===== src/rtl/if_fetch_unit_pkg.sv =====
// Shared types and defaults for the instruction-fetch stage.
// Holds the FSM encoding and the {pc, instr} bundle.
package if_fetch_unit_pkg;

   typedef enum logic [1:0] {
      BOOT  = 2'd0,
      RUN   = 2'd1,
      STALL = 2'd2
   } state_t;

   typedef struct packed {
      logic [31:0] pc;
      logic [31:0] instr;
   } fetch_t;

   localparam logic [31:0] BUBBLE_INSTR = 32'b0;
   localparam logic [31:0] DEF_RESET_PC = 32'h0000_0000;
   localparam logic [31:0] DEF_PC_INC   = 32'd4;

endpackage


===== src/rtl/if_skid_reg.sv =====
// One-entry {pc, instr} holding register.
// Catches a completing fetch while the stage is frozen.
module if_skid_reg
   import if_fetch_unit_pkg::*;
(
   input  logic   clk,
   input  logic   rst,
   input  logic   load,
   input  logic   clear,
   input  fetch_t d,
   output fetch_t q,
   output logic   valid
);

   always_ff @(posedge clk or negedge rst) begin
      if (!rst) begin
         q     <= '0;
         valid <= 1'b0;
      end else if (clear) begin
         q     <= '0;
         valid <= 1'b0;
      end else if (load) begin
         q     <= d;
         valid <= 1'b1;
      end
   end

endmodule


===== src/rtl/if_fetch_unit.sv =====
// Instruction fetch stage: PC, imem request, bubble insertion,
// freeze handling with a skid entry, and branch redirect.
module if_fetch_unit
   import if_fetch_unit_pkg::*;
#(
   parameter logic [31:0] RESET_PC = DEF_RESET_PC,
   parameter logic [31:0] PC_INC   = DEF_PC_INC
) (
   input  logic        clk,
   input  logic        rst,
   input  logic        freeze,
   input  logic        branch_taken,
   input  logic [31:0] branch_addr,
   output logic        imem_req,
   output logic [31:0] imem_addr,
   input  logic        imem_rvalid,
   input  logic [31:0] imem_rdata,
   output logic [31:0] pc_out,
   output logic [31:0] instruction_out,
   output logic        valid_out
);

   state_t      state;
   fetch_t      out_q;
   logic        out_vld;
   fetch_t      skid_q;
   logic        skid_vld;
   logic        cpl;
   logic [31:0] next_addr;
   logic        skid_load;
   logic        skid_clear;

   assign cpl       = imem_req & imem_rvalid;
   assign next_addr = imem_addr + PC_INC;

   assign skid_load  = (state == RUN) & ~branch_taken & cpl & freeze;
   assign skid_clear = (state != BOOT) &
                       (branch_taken | ((state == STALL) & ~freeze));

   if_skid_reg u_skid (
      .clk   (clk),
      .rst   (rst),
      .load  (skid_load),
      .clear (skid_clear),
      .d     ('{pc: next_addr, instr: imem_rdata}),
      .q     (skid_q),
      .valid (skid_vld)
   );

   always_ff @(posedge clk or negedge rst) begin
      if (!rst) begin
         state     <= BOOT;
         imem_req  <= 1'b0;
         imem_addr <= RESET_PC;
         out_q     <= '0;
         out_vld   <= 1'b0;
      end else begin
         unique case (state)
            BOOT: begin
               state    <= RUN;
               imem_req <= 1'b1;
            end
            RUN: begin
               if (branch_taken) begin
                  imem_addr <= branch_addr;
                  imem_req  <= 1'b1;
                  out_q     <= '{pc: 32'b0, instr: BUBBLE_INSTR};
                  out_vld   <= 1'b0;
               end else if (cpl && !freeze) begin
                  out_q     <= '{pc: next_addr, instr: imem_rdata};
                  out_vld   <= 1'b1;
                  imem_addr <= next_addr;
               end else if (cpl) begin
                  imem_addr <= next_addr;
                  imem_req  <= 1'b0;
                  state     <= STALL;
               end else if (!freeze) begin
                  out_q     <= '{pc: 32'b0, instr: BUBBLE_INSTR};
                  out_vld   <= 1'b0;
               end
            end
            STALL: begin
               if (branch_taken) begin
                  imem_addr <= branch_addr;
                  imem_req  <= 1'b1;
                  out_q     <= '{pc: 32'b0, instr: BUBBLE_INSTR};
                  out_vld   <= 1'b0;
                  state     <= RUN;
               end else if (!freeze) begin
                  out_q     <= skid_q;
                  out_vld   <= skid_vld;
                  imem_req  <= 1'b1;
                  state     <= RUN;
               end
            end
            default: begin
               state    <= BOOT;
               imem_req <= 1'b0;
            end
         endcase
      end
   end

   assign pc_out          = out_q.pc;
   assign instruction_out = out_q.instr;
   assign valid_out       = out_vld;

endmodule


===== config.mk =====
export PLATFORM = sky130hd
export DESIGN_NAME = if_fetch_unit
export DESIGN_NICKNAME = d
export VERILOG_FILES = /design/src/rtl/if_fetch_unit_pkg.sv /design/src/rtl/if_skid_reg.sv /design/src/rtl/if_fetch_unit.sv
export SDC_FILE = /design/constraint.sdc
export NUM_CORES = 1
export LEC_CHECK = 0
export CORE_UTILIZATION = 47
export CTS_BUF_LIST = sky130_fd_sc_hd__clkbuf_4 sky130_fd_sc_hd__clkbuf_8 sky130_fd_sc_hd__clkbuf_16
export CTS_CLUSTER_SIZE = 20
export DETAILED_ROUTE_END_ITERATION = 8
export PLACE_DENSITY = 0.74
export SLEW_MARGIN = 10
export SYNTH_ARGS = -nofsm -noshare
export SYNTH_HDL_FRONTEND = slang
export SYNTH_HIERARCHICAL = 1
export SYNTH_SLANG_ARGS = --single-unit
export TNS_END_PERCENT = 100

===== constraint.sdc =====
create_clock -name clk -period 2.25 [get_ports clk]
set_input_delay 0.45 -clock clk [delete_from_list [all_inputs] [get_ports clk]]
set_output_delay 0.45 -clock clk [all_outputs]
set_load 0.1 [all_outputs]

# Word level (Yosys, flattened, before mapping)
# Index checks and enable logic that the tools add are counted.
[classes]
add_sub_neg = 1
n_eq_ne = 12
mux = 35
bitwise_logic = 9
reduce_logical = 10
[ops]
columns = ["cell", "n"]
rows = [
  ["$mux W64", 8],
  ["$mux W32", 4],
  ["$pmux W64 S2", 1],
  ["$pmux W32 S2", 1],
  ["$add A32 B3 Y32 const B", 1],
  ["$mux W1", 13],
  ["$ne A4 B3 Y1 const B", 3],
  ["$mux W2", 5],
  ["$ne A3 B3 Y1 const B", 3],
  ["$ne A2 B2 Y1 const B", 4],
  ["$reduce_and A4 Y1", 2],
  ["$and A1 B1 Y1", 6],
  ["$pmux W2 S3", 1],
  ["$reduce_and A3 Y1", 2],
  ["$reduce_bool A2 Y1", 3],
  ["$pmux W1 S3", 1],
  ["$eq A2 B1 Y1 const B", 1],
  ["$eq A2 B2 Y1 const B", 1],
  ["$logic_not A2 Y1", 1],
  ["$not A1 Y1", 2],
  ["$pmux W1 S2", 1],
  ["$logic_and A1 B1 Y1", 1],
  ["$logic_not A1 Y1", 1],
  ["$or A1 B1 Y1", 1],
]
[word_totals]
reg_bits = 165
input_bits = 69
out_inout_bits = 98
wordCells = 76

# Depth between registers and ports, before layout
# Gate-level depths: netlist of the first run.
[logic_depth]
word_depth = 6
mapped_depth = 10

# Cells and area by module
# Netlist of the first run, hierarchy kept.
[by_module_without_submodules]
columns = ["module", "n_inst", "cells_each", "area_per_inst_um2", "seq_area_each_um2"]
rows = [
  ["if_fetch_unit", 1, 627, 5537.8, 2502.4],
  ["if_skid_reg", 1, 209, 2637.5, 1626.6],
]

# Worst setup path after synthesis of the first run
# OpenSTA, ideal clock, no wires.
[synth_timing]
kind = "reg-to-reg"
startpoint = "register imem_addr[2]"
endpoint = "register u_skid/q[56] in the netlist's numbering"
setup_time_ps = 132
arrival_ps = 2699
required_time_ps = 2118
slack_ps = -581
path_stages_with_launch = 9
path_buffers = 1
synth_period_minus_slack_ps = 2831
path_cell_list = "dfrtp_1 > ha_1 > nand3_1 > or3_1 > buf_2 > or3_1 > xnor2_1 > mux2i_1 > nor2_1"
[synth_between]
elab_chain_len = 3
[synth_rtl]
columns = ["element", "line", "text"]
rows = [
  ["start, declared", "if_fetch_unit.sv:15", "output logic [31:0] imem_addr,"],
  ["start signal, assigned", "if_fetch_unit.sv:65", "imem_addr <= branch_addr;"],
  ["start signal, assigned", "if_fetch_unit.sv:72", "imem_addr <= next_addr;"],
  ["start signal, assigned", "if_fetch_unit.sv:74", "imem_addr <= next_addr;"],
  ["$add A32 B3 Y32", "if_fetch_unit.sv:34", "assign next_addr = imem_addr + PC_INC;"],
  ["net next_addr[24]", "if_fetch_unit.sv:29", "logic [31:0] next_addr;"],
  ["$mux W64", "if_skid_reg.sv:22", "end else if (load) begin"],
  ["$mux W64", "if_skid_reg.sv:19", "end else if (clear) begin"],
  ["end signal, assigned", "if_skid_reg.sv:17", "q <= '0;"],
  ["end signal, assigned", "if_skid_reg.sv:20", "q <= '0;"],
  ["end signal, assigned", "if_skid_reg.sv:23", "q <= d;"],
  ["end, declared", "if_skid_reg.sv:11", "output fetch_t q,"],
]
# The timed path passes the listed nets, and every way through them passes these cells. The select of a mux whose other input is x is not followed.
# A chain may end at the register's enable or synchronous reset.

# Final worst setup path of the first run
[layout_timing]
startpoint = "register imem_addr[2]"
endpoint = "register u_skid/q[60] in the netlist's numbering"
# Same word-level chain as after synthesis.

==> reports/metrics.cfg, run 1 <==
[min_path]
min_path_type = in2async

[timing]
relSlewSlack_pct = 71.7
finalClockSkew_ps = 12.6
period_share_pct = 94.5
rsz0062_at_grt = false
max_freq_ghz = 0.470
setup_viol_count_final = 0
report.final.hold_viol_count = 0
tightest_slew_ps = 422
final_max_slew_viol_count = 0
post-route-min-period_ps = 2130

[floorplanning]
io_pins = 167
row_count = 47
die_y_um = 134
die_w_um = 134
initial_core_util_pct = 48.8
core-area_sq_um = 16800
die_area_sq_um = 17900

[clock_network]
clk_pin_slew_ps = 70
cts_buffers = 17
htreeDepth = 4
cts.sinks = 165
cts_tree = built
clk_latency_ps = 430
cts.path.max_buffers = 2
cts_root_buf = clkbuf_16

[setup_path]
r2r_start = imem_addr[2]
cp_data_arrival_time_ps = 2480
critPathCaptureType = flip-flop
path_cells = ha_4 > nand3_1 > or3_4 > nor4_4 > xnor2_1 > mux2i_1 > nor2_1
crit_slowest_cell = dfrtp_4
reg2reg_depth = 7
required_ps = 2600
start_kind = flip-flop
r2r-end = u_skid/q[60]
crit_type = reg2reg
r2r_setup_slack_ps = 120
crit_path_max_fanout = 8
slowest_delay_ps = 490

[layout]
antenna_cells = 0
drive_above_1_share_pct = 24.1
area_delta_synth_final_pct = 31.8
mostFrequentLayoutCell = nor2_1
nets = 1079
fill_cells = 1410
final_cell_mix = nor2_1, dfrtp_1, buf_4
final_cell_area_sq_um = 10800
final_core_util_pct = 64.3

[global_route]
antenna_found_initial = 0
grt_max_degree = 69
grt_pass1_wl_mm = 34.6
grt_util_all_layers_pct = 24.7
grt-ovfl-total = 0
grt_pass1_vias = 6708

[drt]
drc = 0
drt_iter0_drc = 516
vias = 6994
ant_nets = 0
routed_wl_mm = 21.6
first_pass_iters = 5
routed_via_density = 5.65
drt-wirelength-per-cell_um = 17.4

[synth]
synth_cell_types = 53
synthArstFlopShare_pct = 100
yosysSeqAreaShare_pct = 50.5
syn_nets = 910
syn_avg_cell_area_sq_um = 9.78
ys_warn_count = 6
synth_area_sq_um = 8180
synth_seq_cells = 165
synthCells = 836
synth_edf_count = 0
synth_flop_cell = dfrtp_1

[run]
drv_cap = 0

[place]
globalplace.congestion = 0.854
dpl_cell_area_sq_um = 10200
numPortBuffers = 166
hpwl_mm = 14.9

[outcome]
status = completed

==> kinds of logic (layout without fill, tap and decap cells) <==
kind of cell,after synthesis,in the layout,synth area share (%)
AND/OR/NAND/NOR,337,337,18.9
flip-flops,165,165,50.5
AO/OA/AOI/OAI,151,151,13.2
buffers and inverters,79,261,4.88
multiplexers,72,72,8.85
XOR/XNOR,27,27,2.89
adder cells (fa/ha/maj),5,5,0.765
==> how the worst max path moves through the flow <==
stage,from,endpoint,slack (ps),cells after the start
2_1_floorplan,imem_addr[4],u_skid/q[56],-20,8
5_1_grt,imem_addr[2],u_skid/q[46],30,9
3_3_place_gp,branch_taken,pc_out[30],20,8
3_5_place_dp,branch_taken,instruction_out[1],-30,8
4_1_cts,imem_addr[2],u_skid/q[60],30,7
6_report,imem_addr[2],u_skid/q[60],120,7
==> synthesized netlist by cell type, types with 9 or more instances <==
library cell / instances / share of area, %
nor2_1: 192 / 8.8
dfrtp_1: 165 / 51
mux2i_1: 70 / 8.6
nand2_1: 46 / 2.1
a221oi_1: 44 / 4.7
clkbuf_1: 42 / 1.9
a21oi_1: 32 / 2.0
nand3_1: 24 / 1.5
o21ai_0: 21 / 1.3
xnor2_1: 17 / 1.8
nor3_1: 16 / 0.98
and3_1: 13 / 0.99
inv_1: 12 / 0.55
buf_2: 11 / 0.67
nand4_1: 11 / 0.84
o22ai_1: 11 / 0.84
or3_1: 11 / 0.84
xor2_1: 10 / 1.1
a31o_2: 9 / 0.96
==> layout make-up <==
cell class	instances	area (sq um)	area share [%]
sequential	165	4180	38.8
tap	220	275	2.55
clock buffer	19	447	4.14
multi-input combinational	592	3730	34.6
timing repair buffer	217	1980	18.4
clock inverter	13	124	1.15
inverter	12	45.0	0.418
==> metrics by stage <==
stage / cells / worst slack, ps / TNS (ps) / hold WS, ps
floorplan: 836 / -15.5 / -15.5 / 154
finish: 1238 / 124 / 0 / 472
detailed placement: 1205 / -34.1 / -568 / 372
global placement: 1205 / 23.7 / 0 / 371
CTS: 1238 / 27.5 / 0 / 478
global route: 1238 / 29.1 / 0 / 518
==> critical path: cells and delay by family, from the launching register on <==
kind / cells / cell delay [ps]
adder cells (fa/ha/maj): 1 / 200
flip-flops: 1 / 490
AND/OR/NAND/NOR: 4 / 940
XOR/XNOR: 1 / 270
multiplexers: 1 / 140
==> registers in the layout (all words and copies together) (netlist names) <==
signal           count
imem_req             1
valid_out            1
instruction_out     32
state                2
pc_out              32
u_skid/valid         1
u_skid/q            64
imem_addr           32
==> metal layers <==
metal / global-route usage, % / wire length (um) / vias to the layer above
met5: 0 / 0 / -
met4: 8.33 / 331 / 0
met3: 4.80 / 1410 / 29
met2: 38.8 / 10300 / 261
met1: 34.4 / 9530 / 3407
li1: - / - / 3297
==> timing repair <==
| item | in CTS | in global routing |
|---|---|---|
| gates resized for setup | 0 | 2 |
| setup buffers | 0 | 0 |
| endpoints found under the setup margin | 0 | 9 |
| hold endpoints to repair | 31 | 0 |
| hold buffers | 1 | 0 |
Power of run 1 is left out: the tool's default activity adds up to more than one toggle a clock period on the data nets, which glitch-free logic cannot reach.
==> run 2: changes to the inputs <==
- CORE_MARGIN: not set -> 10
==> run 2 against run 1 <==
- global-route usage is 4.9 points lower
- setup slack worse by 36 ps
- non-clock buffer count rose by 7
- maximum frequency decreased by 1.7%
- critical path depth is the same
- flip-flop and latch count stayed put
- core utilization shrank 0.85 points
- die area is 29% higher
- first-iteration DRC count increased by 6.8%
- register-to-register slack worse by 40 ps
- clock skew down 1.9 ps
==> reports/metrics.cfg, run 2 (synthesis results as in run 1) <==
[clock_network]
cts_root_buf = clkbuf_16
clk_pin_slew_ps = 60  ; about the same
cts.sinks = 165  ; unchanged
cts.path.max_buffers = 2  ; unchanged
htreeDepth = 4  ; unchanged
cts_setup_buffers = 0  ; unchanged
cts_buffers = 17  ; unchanged
clk_latency_ps = 430  ; about the same
cts_tree = built

[floorplanning]
die_w_um = 152  ; +13%
row_count = 48  ; +2.1%
io_pins = 167  ; unchanged
die_y_um = 152  ; +13%
core-area_sq_um = 17200  ; +2.5%
die_area_sq_um = 23100  ; +29%
initial_core_util_pct = 47.6  ; -1.2 points

[timing]
tightest_slew_ps = 490  ; +68.5 ps
relSlewSlack_pct = 67.3  ; -4.4 points
max_freq_ghz = 0.463  ; -1.7%
finalClockSkew_ps = 10.7  ; -1.86 ps
setup_viol_count_final = 0  ; unchanged
period_share_pct = 96.1  ; +1.6 points
post-route-min-period_ps = 2160  ; +36.4 ps
report.final.hold_viol_count = 0  ; unchanged
rsz0062_at_grt = true
final_max_slew_viol_count = 0  ; unchanged

[drt]
routed_wl_mm = 23.2  ; +7.3%
first_pass_iters = 5  ; unchanged
routed_via_density = 5.62  ; -0.58%
drt_iter0_drc = 551  ; +6.8%
ant_nets = 0  ; unchanged
vias = 7021  ; +0.39%
drc = 0  ; unchanged
drt-wirelength-per-cell_um = 18.5  ; +6.3%

[place]
numPortBuffers = 166  ; unchanged
hpwl_mm = 16.3  ; +9.2%
dpl_cell_area_sq_um = 10300  ; +1.1%
globalplace.congestion = 0.871  ; +2.0%

[layout]
drive_above_1_share_pct = 24.4  ; +0.32 points
mostFrequentLayoutCell = nor2_1
largest_register_ffs = 64  ; unchanged
antenna_cells = 0  ; unchanged
area_delta_synth_final_pct = 33.3
final_cell_area_sq_um = 10900  ; +1.1%
final_cell_mix = nor2_1, dfrtp_1, buf_4
nets = 1086  ; +0.65%
final_core_util_pct = 63.5  ; -0.85 points
regMostFlops = u_skid/q

[setup_path]
slowest_delay_ps = 520  ; +30 ps
cp_data_arrival_time_ps = 2520  ; +40 ps
crit_slowest_cell = or3_1
start_kind = flip-flop
crit_family = simple AND/OR/NAND/NOR gates
critical_path.n_buffers_inverters = 0  ; unchanged
critPathCaptureType = flip-flop
crit_type = reg2reg
crit_path_max_fanout = 8  ; unchanged
path_cells = ha_4 > nand3_1 > or3_1 > nor4_4 > xor2_1 > mux2i_1 > nor2_1
required_ps = 2610  ; about the same

[global_route]
antenna_found_initial = 0  ; unchanged
grt_util_all_layers_pct = 19.9  ; -4.9 points
grt_pass1_vias = 6986  ; +4.1%
grt_max_degree = 48  ; -30%
grt-ovfl-total = 0  ; unchanged
grt_pass1_wl_mm = 38.1  ; +10%

[min_path]
min_path_type = reg2reg

[run]
drv_cap = 0  ; unchanged

[outcome]
status = completed

## run 2: cell type report
type / instances / area, sq um
fillers: 1458 / 6280
flip-flops and latches: 165 / 4180
multi-input cells: 592 / 3720
repair buffers: 224 / 2080
clock buffers: 20 / 460
well taps: 225 / 282
clock inverters: 12 / 129
inverters: 12 / 45.0
## run 2: repair_timing
item | in CTS | in global routing
hold endpoints to repair | 42 | 0
resized for setup | 0 | 1
setup endpoints to repair | 0 | 3
hold buffers | 1 | 0
## run 2: worst paths after layout
| path | from | to | slack, ps | depth (start not counted) |
|---|---|---|---|---|
| worst max-delay path | imem_addr[2] | u_skid/q[62] | 90 | 7 |
| worst min-delay path | valid_out | valid_out | 500 | 2 |
| worst max register to register | imem_addr[2] | u_skid/q[62] | 90 | 7 |
| worst min register to register | valid_out | valid_out | 500 | 2 |
| max in group asynchronous | rst | u_skid/q[21] | 1080 | 3 |
| min in group asynchronous | rst | imem_addr[22] | 540 | 2 |
## run 2: worst register-to-register path: cells and delay by family, from the launching register on
kind,cells,cell delay [ps]
xor+xnor,1,370
fa+ha+maj,1,160
flops,1,480
mux,1,130
simple gates,4,960
## run 2: metal layers
| layer | vias up | GRT usage [%] | share of wire (%) |
|---|---|---|---|
| li1 | 3321 | - | - |
| met1 | 3443 | 26.7 | 45 |
| met2 | 227 | 30.9 | 47 |
| met3 | 30 | 5.22 | 5.9 |
| met4 | 0 | 5.46 | 1.6 |
| met5 | - | 0 | 0 |
## run 2: per-stage QoR
stage	hold WS [ps]	std cells	worst slack, ps	setup TNS, ps
after floorplan	154	836	-15.5	-15.5
after global placement	426	1217	61.7	0
after detailed placement	433	1217	20.8	0
final	495	1250	87.8	0
after CTS	500	1250	124	0
after global routing	528	1250	-3.01	-3.01
Power of run 2 is left out for the same reason.
